## src/rtl/sa_host_seq.sv

```systemverilog
`default_nettype none
// ----------------------------------------------------------------------------
// sa_host_seq : initiator for the successive-approximation handshake; issues one
// target at a time, captures the sa result and reports error/tolerance/timeout.
// Rev 1.0
// ----------------------------------------------------------------------------
module sa_host_seq #(
  parameter int Y_W       = 10,
  parameter int X_W       = 4,
  parameter int SETUP_CYC = 2,
  parameter int START_CYC = 1,
  parameter int TIMEOUT   = 64,
  parameter int TOL       = 4
) (
  input  logic           clk,
  input  logic           rst,
  input  logic           req_valid,
  output logic           req_ready,
  input  logic [Y_W-1:0] req_target,
  output logic [Y_W-1:0] sa_y_t,
  output logic           sa_start,
  input  logic [X_W-1:0] sa_x,
  input  logic [Y_W-1:0] sa_y,
  input  logic           sa_done,
  output logic           rsp_valid,
  input  logic           rsp_ready,
  output logic [X_W-1:0] rsp_x,
  output logic [Y_W-1:0] rsp_y,
  output logic [Y_W:0]   rsp_err,
  output logic           rsp_ok,
  output logic           rsp_timeout,
  output logic           busy
);

  localparam int CNT_MAX = TIMEOUT + SETUP_CYC + START_CYC;
  localparam int CNT_W   = $clog2(CNT_MAX + 1);
  localparam logic signed [Y_W:0] POS_TOL = (Y_W+1)'(TOL);
  localparam logic signed [Y_W:0] NEG_TOL = -POS_TOL;

  typedef enum logic [2:0] {
    S_IDLE  = 3'd0,
    S_SETUP = 3'd1,
    S_START = 3'd2,
    S_WAIT  = 3'd3,
    S_RESP  = 3'd4
  } state_t;

  state_t             state_q, state_d;
  logic [CNT_W-1:0]   cnt_q, cnt_d;
  logic               done_q, done_d;
  logic [Y_W-1:0]     sa_y_t_q, sa_y_t_d;
  logic               sa_start_q, sa_start_d;
  logic               req_ready_q, req_ready_d;
  logic               rsp_valid_q, rsp_valid_d;
  logic [X_W-1:0]     rsp_x_q, rsp_x_d;
  logic [Y_W-1:0]     rsp_y_q, rsp_y_d;
  logic [Y_W:0]       rsp_err_q, rsp_err_d;
  logic               rsp_ok_q, rsp_ok_d;
  logic               rsp_timeout_q, rsp_timeout_d;
  logic               busy_q, busy_d;

  logic               done_rise;
  logic [Y_W:0]       err_w;
  logic               ok_w;

  assign done_rise = sa_done & ~done_q;
  assign err_w     = {1'b0, sa_y} - {1'b0, sa_y_t_q};
  assign ok_w      = ($signed(err_w) >= NEG_TOL) && ($signed(err_w) <= POS_TOL);

  always_comb begin
    state_d       = state_q;
    cnt_d         = cnt_q;
    done_d        = sa_done;
    sa_y_t_d      = sa_y_t_q;
    rsp_x_d       = rsp_x_q;
    rsp_y_d       = rsp_y_q;
    rsp_err_d     = rsp_err_q;
    rsp_ok_d      = rsp_ok_q;
    rsp_timeout_d = rsp_timeout_q;

    case (state_q)
      S_IDLE: begin
        if (req_valid && req_ready_q) begin
          sa_y_t_d = req_target;
          cnt_d    = '0;
          state_d  = S_SETUP;
        end
      end
      S_SETUP: begin
        // SETUP_CYC+1 periods here puts the sa_start rise SETUP_CYC+1 edges after accept
        if (cnt_q == CNT_W'(SETUP_CYC)) begin
          cnt_d   = '0;
          state_d = S_START;
        end else begin
          cnt_d = cnt_q + CNT_W'(1);
        end
      end
      S_START: begin
        if (cnt_q == CNT_W'(START_CYC - 1)) begin
          cnt_d   = '0;
          state_d = S_WAIT;
        end else begin
          cnt_d = cnt_q + CNT_W'(1);
        end
      end
      S_WAIT: begin
        // a done edge on the last timeout cycle still counts as a completion
        if (done_rise) begin
          rsp_x_d       = sa_x;
          rsp_y_d       = sa_y;
          rsp_err_d     = err_w;
          rsp_ok_d      = ok_w;
          rsp_timeout_d = 1'b0;
          state_d       = S_RESP;
        end else if (cnt_q == CNT_W'(TIMEOUT - 1)) begin
          rsp_x_d       = '0;
          rsp_y_d       = '0;
          rsp_err_d     = '0;
          rsp_ok_d      = 1'b0;
          rsp_timeout_d = 1'b1;
          state_d       = S_RESP;
        end else begin
          cnt_d = cnt_q + CNT_W'(1);
        end
      end
      S_RESP: begin
        if (rsp_ready && rsp_valid_q) begin
          state_d = S_IDLE;
        end
      end
      default: state_d = S_IDLE;
    endcase

    // status outputs are registered decodes of the next state
    req_ready_d = (state_d == S_IDLE);
    busy_d      = (state_d != S_IDLE);
    sa_start_d  = (state_d == S_START);
    rsp_valid_d = (state_d == S_RESP);
  end

  always_ff @(posedge clk or posedge rst) begin
    if (rst) begin
      state_q       <= S_IDLE;
      cnt_q         <= '0;
      done_q        <= 1'b0;
      sa_y_t_q      <= '0;
      sa_start_q    <= 1'b0;
      req_ready_q   <= 1'b0;
      rsp_valid_q   <= 1'b0;
      rsp_x_q       <= '0;
      rsp_y_q       <= '0;
      rsp_err_q     <= '0;
      rsp_ok_q      <= 1'b0;
      rsp_timeout_q <= 1'b0;
      busy_q        <= 1'b0;
    end else begin
      state_q       <= state_d;
      cnt_q         <= cnt_d;
      done_q        <= done_d;
      sa_y_t_q      <= sa_y_t_d;
      sa_start_q    <= sa_start_d;
      req_ready_q   <= req_ready_d;
      rsp_valid_q   <= rsp_valid_d;
      rsp_x_q       <= rsp_x_d;
      rsp_y_q       <= rsp_y_d;
      rsp_err_q     <= rsp_err_d;
      rsp_ok_q      <= rsp_ok_d;
      rsp_timeout_q <= rsp_timeout_d;
      busy_q        <= busy_d;
    end
  end

  assign req_ready   = req_ready_q;
  assign sa_y_t      = sa_y_t_q;
  assign sa_start    = sa_start_q;
  assign rsp_valid   = rsp_valid_q;
  assign rsp_x       = rsp_x_q;
  assign rsp_y       = rsp_y_q;
  assign rsp_err     = rsp_err_q;
  assign rsp_ok      = rsp_ok_q;
  assign rsp_timeout = rsp_timeout_q;
  assign busy        = busy_q;

endmodule
`default_nettype wire

```

## config.mk

```make
export PLATFORM = sky130hd
export DESIGN_NAME = sa_host_seq
export DESIGN_NICKNAME = d
export VERILOG_FILES = /design/src/rtl/sa_host_seq.sv
export SDC_FILE = /design/constraint.sdc
export NUM_CORES = 1
export LEC_CHECK = 0
export ABC_AREA = 1
export ABC_CLOCK_PERIOD_IN_PS = 2600
export BUFFER_PORTS_ARGS = -buffer_cell sky130_fd_sc_hd__buf_2
export CAP_MARGIN = 5
export CELL_PAD_IN_SITES_DETAIL_PLACEMENT = 0
export CELL_PAD_IN_SITES_GLOBAL_PLACEMENT = 1
export CORE_UTILIZATION = 39
export DETAILED_ROUTE_END_ITERATION = 7
export MAX_ROUTING_LAYER = met4
export PLACE_DENSITY_LB_ADDON = 0.08
export SYNTH_ARGS = -nofsm -noshare
export SYNTH_HDL_FRONTEND = slang
export SYNTH_SLANG_ARGS = --single-unit
```

## constraint.sdc

```tcl
create_clock -name clk -period 2.6 [get_ports clk]
set_input_delay 0.13 -clock clk [delete_from_list [all_inputs] [get_ports clk]]
set_output_delay 0.13 -clock clk [all_outputs]
set_load 0.005 [all_outputs]
```

* Word level (Yosys, flattened, before mapping) *
Cells that the tools add are included.

word-level totals
  register bits = 52
  bits in latches = 0
  memory bits (writable) = 0
  memory bits (read-only) = 0
  input port bits = 29
  memories kept = 0

cells by class
  add/subtract/negate cells = 2
  $mul = 0
  divide/modulo/power cells = 0
  $lt $le $gt $ge = 2
  equality and inequality tests = 11
  shift-type cells = 0
  multiplexer cells = 23
  bitwise logic cells = 2
  reductions and logical operators = 12

operator list
  operator             count
  $mux 7               5
  $pmux 7 s4           1
  $mux 11              2
  $mux 10              2
  $mux 3               6
  $pmux 3 s5           1
  $ge 11x3->1 const B  1
  $le 11x4->1 const B  1
  $sub 10x10->11       1
  $eq 3x2->1 const B   3
  $mux 4               2
  $add 7x1->7 const B  1
  $eq 7x2->1 const B   1
  $eq 7x6->1 const B   1
  $logic_not 7->1      1
  $eq 3x3->1 const B   2
  $logic_not 3->1      2
  $ne 2x2->1 const B   3
  $mux 1               4
  $reduce_and 2->1     2
  $reduce_and 4->1     1
  $reduce_bool 4->1    1
  $eq 3x1->1 const B   1
  $logic_and 1x1->1    3
  4 further kinds      4

* Longest topological paths before layout *
  word-level depth = 5
  depth in mapped cells = 14

* Worst setup path after synthesis *
OpenSTA, ideal clock, no wires.

  kind = reg2reg
  from = register sa_y_t_q[0], in the netlist sa_y_t[0]
  to = register rsp_ok_q, in the netlist rsp_ok
  setup time = 0.125 ns
  arrival = 1.735 ns
  required time = 2.475 ns
  slack = 0.740 ns
  cell stages (with the launch flop) = 12
  buffers on the path = 0
  cell sequence = dfrtp_1 -> ha_1 -> fa_1 -> inv_1 -> nand3_1 -> nand2_1 -> nand2_1 -> nand2_1 -> xor2_1 -> inv_1 -> nand4_1 -> nand3_1

on the way
  word-level cells in the longest chain between the ends = 4
  elaborated cells between the ends (all ways) = 5
  classes of those cells = add/sub (1); order compare (2); mux (1); reduce/logical (1)

ends and longest elaborated chain
  item                                               line  RTL
  start: declaration                                 51    logic [Y_W-1:0] sa_y_t_q, sa_y_t_d;
  start signal: assignment                           160   sa_y_t_q <= sa_y_t_d;
  $sub 10x10->11 (*)                                 67    assign err_w = {1'b0, sa_y} - {1'b0, sa_y_t_q};
  $ge 11x3->1 / $le 11x4->1 (equally long branches)  68    assign ok_w = ($signed(err_w) >= NEG_TOL) && ($signed(err_w) <= POS_TOL);
  $logic_and 1x1->1 (*)                              68
  $mux 1 (*)                                         108   if (done_rise) begin
  end signal: assignment                             167   rsp_ok_q <= rsp_ok_d;
  end: declaration                                   58    logic rsp_ok_q, rsp_ok_d;

Every way passes the cells marked *; elsewhere a longest branch is shown, timed or not.
A chain may end at the register's enable or synchronous reset.

* Worst setup path after layout *
  from = register cnt_q[0]
  to = register cnt_q[2]

on the way
  word-level cells in the longest chain between the ends = 4
  elaborated cells between the ends (all ways) = 11
  classes of those cells = add/sub (1); eq/ne (3); mux (5); reduce/logical (2)

ends and longest elaborated chain
  item                      line          RTL
  start: declaration        49            logic [CNT_W-1:0] cnt_q, cnt_d;
  start signal: assignment  158           cnt_q <= cnt_d;
  $add 7x1->7               95, 103, 123
  $mux 7                    115           end else if (cnt_q == CNT_W'(TIMEOUT - 1)) begin
  $mux 7                    108
  $pmux 7 s4                81            case (state_q)

Several ways; a longest one is shown, not always the timed one. The select of a mux whose other input is x is not followed.

==> results by group <==
Synth
  – Synth Area in Compound Gates: 0.120
  – Syn nets: between 300 and 400
  – FF+latch count, synth: 52
  – Mux cell area share after synthesis: 0.00395
  – Mapped Cells: 347
  – Synthesized cell area: 2850 um^2
  – XOR/XNOR Fraction of Synth Area: 0.0154
  – Fraction of the mapped netlist area in simple logic gates: 0.257
  – Syn_area_per_cell: approximately 8.2 um^2
  – Area share of fa/ha/maj cells after synthesis: 0.0640
  – Sequential share of the synthesized area: 0.456
  – Largest family of logic cells by synthesized area: simple AND/OR/NAND/NOR gates
  – Yosys Warn Count: 0
  – Synth unique cells: 36

Die
  – # rows: 30
  – Die area: between 7000 and 8000 um^2
  – I/O pins: 70
  – Core Footprint: roughly 6900 um^2
  – Die Width: ~88 um
  – Initial Util: 0.411
  – Die Span Y: about 90 um

Drt
  – DR pass1 iterations: 4
  – DRT antenna net count: 0
  – Routed vias/inst: 4.79
  – Routed len/inst: around 14 um
  – Drt drc: 0
  – Routed vias: about 2,500
  – Final WL: approximately 7100 um
  – First DRT Iteration DRCs: approximately 160

Global route
  – Antenna violations before repair: 0
  – Pin count of the biggest net entering global routing: 28
  – First-pass GRT wire length: between 10,000 and 15,000 um
  – Total track usage: 0.212
  – Total global routing overflow: 0
  – Vias in the first global route: between 2,000 and 2,500

Finish
  – Share of layout cells above drive strength 1: 0.227
  – Reg area: approximately 1300 um^2
  – # fillers: slightly above 700
  – Final Net Count: about 460
  – Final instance area: about 3400 um^2
  – Multi-input gate area: ~1300 um^2
  – Antenna cells: 0
  – Final std cells w/o fill: approximately 520
  – Layout area overhead: 20.8%

CTS
  – Clock sinks: between 50 and 60
  – Clock transition at path regs: around 0.10 ns
  – H-tree depth: 2
  – CTS max path bufs: 2
  – Clk_lat worst skew: between 0.3 and 0.4 ns
  – Postcts setup bufs: 0
  – TritonCTS clock tree: yes
  – Number of CTS-inserted buffers: 5
  – Clock root cell: clkbuf_8

Power
  – Design Power: roughly 3.8 mW
  – Leak Pwr: 1.94 nW
  – Peak supply drop: between 0.4 and 0.5 mV
  – Pwr dens: about 1100 nW/um^2

Timing
  – Setup Skew: 0.00324 ns
  – Endpoints failing setup: 0
  – Crit path time final: just over 2 ns
  – Final period utilization: 0.791
  – RSZ-0062 raised after global routing: no
  – Final Max Slew Viols: 0
  – Setup WS post-layout: between 0.5 and 0.6 ns
  – Final-report hold violation count: 0
  – Worst Tran Pin Value: 0.566 ns
  – Slew headroom: 0.622
  – Final TNS setup: 0 ns
  – Max Freq: 486 MHz

Setup path
  – Max FO, Critical Path: 27
  – Critical Path RT: around 2.8 ns
  – Setup slack, reg-to-reg: 0.54 ns
  – Endpoint class of the critical path: register
  – Startpoint type of the worst setup path: register
  – Worst Path Arrival: approximately 2.3 ns
  – Setup CP Type: register to register

Job
  – Max Cap Viol: 0

Placement
  – DP Cell Count: between 500 and 600
  – Port bufs: around 70
  – Pre-CTS setup slack: ~0.55 ns
  – Placed Area: ~3300 um^2
  – GP Congestion: ~0.85
  – DP Wirelength: around 5600 um

Run status
  – Outcome: finished, final reports clean

Hold path
  – Worst Hold Class: primary input to register
==> flip-flops by register name, summed over array words and instances (netlist names) <==
register and cells:
rsp_err 11, rsp_y 10, sa_y_t 10, cnt_q 7, rsp_x 4, state_q 3, busy 1, done_q 1
req_ready 1, rsp_ok 1, rsp_timeout 1, rsp_valid 1, sa_start 1
==> synthesized netlist by cell type <==
master / number / area [um^2]
a211oi_1: 2 / 15.0
buf_6: 1 / 11.3
o21ai_0: 14 / 70.1
o22ai_1: 1 / 6.26
a21oi_1: 16 / 80.1
nand2_4: 2 / 22.5
nand3_4: 1 / 17.5
a31oi_1: 1 / 6.26
nor2_8: 1 / 20.0
nor2_1: 36 / 135
ha_1: 13 / 163
a22o_1: 12 / 105
buf_2: 4 / 20.0
nand3_1: 23 / 115
nand4_1: 11 / 68.8
xnor2_1: 1 / 8.76
inv_4: 1 / 6.26
o31ai_1: 1 / 7.51
o21ai_1: 4 / 20.0
mux2_2: 1 / 11.3
or2_2: 1 / 6.26
dfrtp_1: 52 / 1300
a32o_1: 1 / 10.0
nor2_4: 2 / 22.5
nand2_1: 79 / 297
nor2_2: 1 / 6.26
nand3b_1: 1 / 7.51
fa_1: 1 / 20.0
nor4_1: 1 / 6.26
xor2_1: 4 / 35.0
o211ai_1: 2 / 15.0
clkbuf_1: 3 / 11.3
inv_1: 46 / 173
a21o_1: 1 / 7.51
inv_2: 4 / 15.0
nor3_1: 2 / 10.0
==> per-layer routing <==
layer  vias to the layer above  track usage  wire length, um
met5                         -            -                0
li1                       1283            -                -
met1                      1122        0.316             3780
met3                         8       0.0322              317
met4                         0       0.0537               78
met2                        68        0.298             2900
==> where the power goes <==
part	leakage (nW)	internal [mW]	switching [mW]	total, mW
combinational	1.23	0.761	1.11	1.88
sequential	0.648	1.14	0.209	1.35
clock	0.0614	0.315	0.282	0.598
total	1.94	2.21	1.61	3.82
==> path summary, 6_finish.rpt <==
| kind | startpoint | end | cells after the start |
|---|---|---|---|
| max reg2reg | cnt_q[0] | cnt_q[2] | 12 |
| max in group asynchronous | rst | rsp_x[2] | 4 |
| min | sa_x[1] | rsp_x[1] | 2 |
| min reg2reg | rsp_err[7] | rsp_err[7] | 2 |
| max | cnt_q[0] | cnt_q[2] | 12 |
| min in group asynchronous | rst | busy | 3 |
==> per-stage QoR <==
| step | utilization | hold slack, ns |
|---|---|---|
| 6_report | 0.496 | 0.0397 |
| 5_1_grt | 0.496 | 0.0310 |
| 4_1_cts | 0.496 | 0.0332 |
| 3_5_place_dp | 0.476 | 0.184 |
| 3_3_place_gp | 0.476 | 0.188 |
| 2_1_floorplan | - | 0.161 |
==> final cells by class <==
cell class              instances  area share
multi-input cells             236       0.381
flip-flops and latches         52       0.377
repair buffers                 75       0.115
inverters                      51      0.0563
well taps                      96      0.0348
clock buffers                   6      0.0240
clock inverters                 2      0.0113
==> repair_timing <==
item / in CTS / in global routing
hold buffers: 2 / 0
resized for setup: 0 / 0
hold endpoints to repair: 22 / 0
==> placed cells by master (no fill, tap or decap), drive strengths merged, types with 6 or more instances in the layout <==
cell type	instances
a21oi	16
nand4	11
ha	13
o21ai	18
clkbuf	6
nand3	24
nand2	81
inv	51
dfrtp	52
a22o	12
nor2	40
buf	73
==> logic make-up (layout without fill, tap and decap cells) <==
kind of cell,count (synthesis),after routing
and+or+nand+nor,161,161
DFF,52,52
AOI/OAI and AO/OA,55,55
adders and majority gates,14,14
muxes,1,1
buffers and inverters,59,134
xor gates and xnor gates,5,5
==> critical path, cell delays in order, from the launching register on <==
cell and delay (ns):
dfrtp_1 0.42, ha_1 0.24, nand3_1 0.12, nor2_1 0.05, nand2_1 0.10, nor2_2 0.05
nand2_1 0.11, nand2_4 0.08, inv_4 0.24, nand3_4 0.13, or2_2 0.31, nand2_1 0.07
nor2_1 0.04
(Power assumes the default switching activity.)
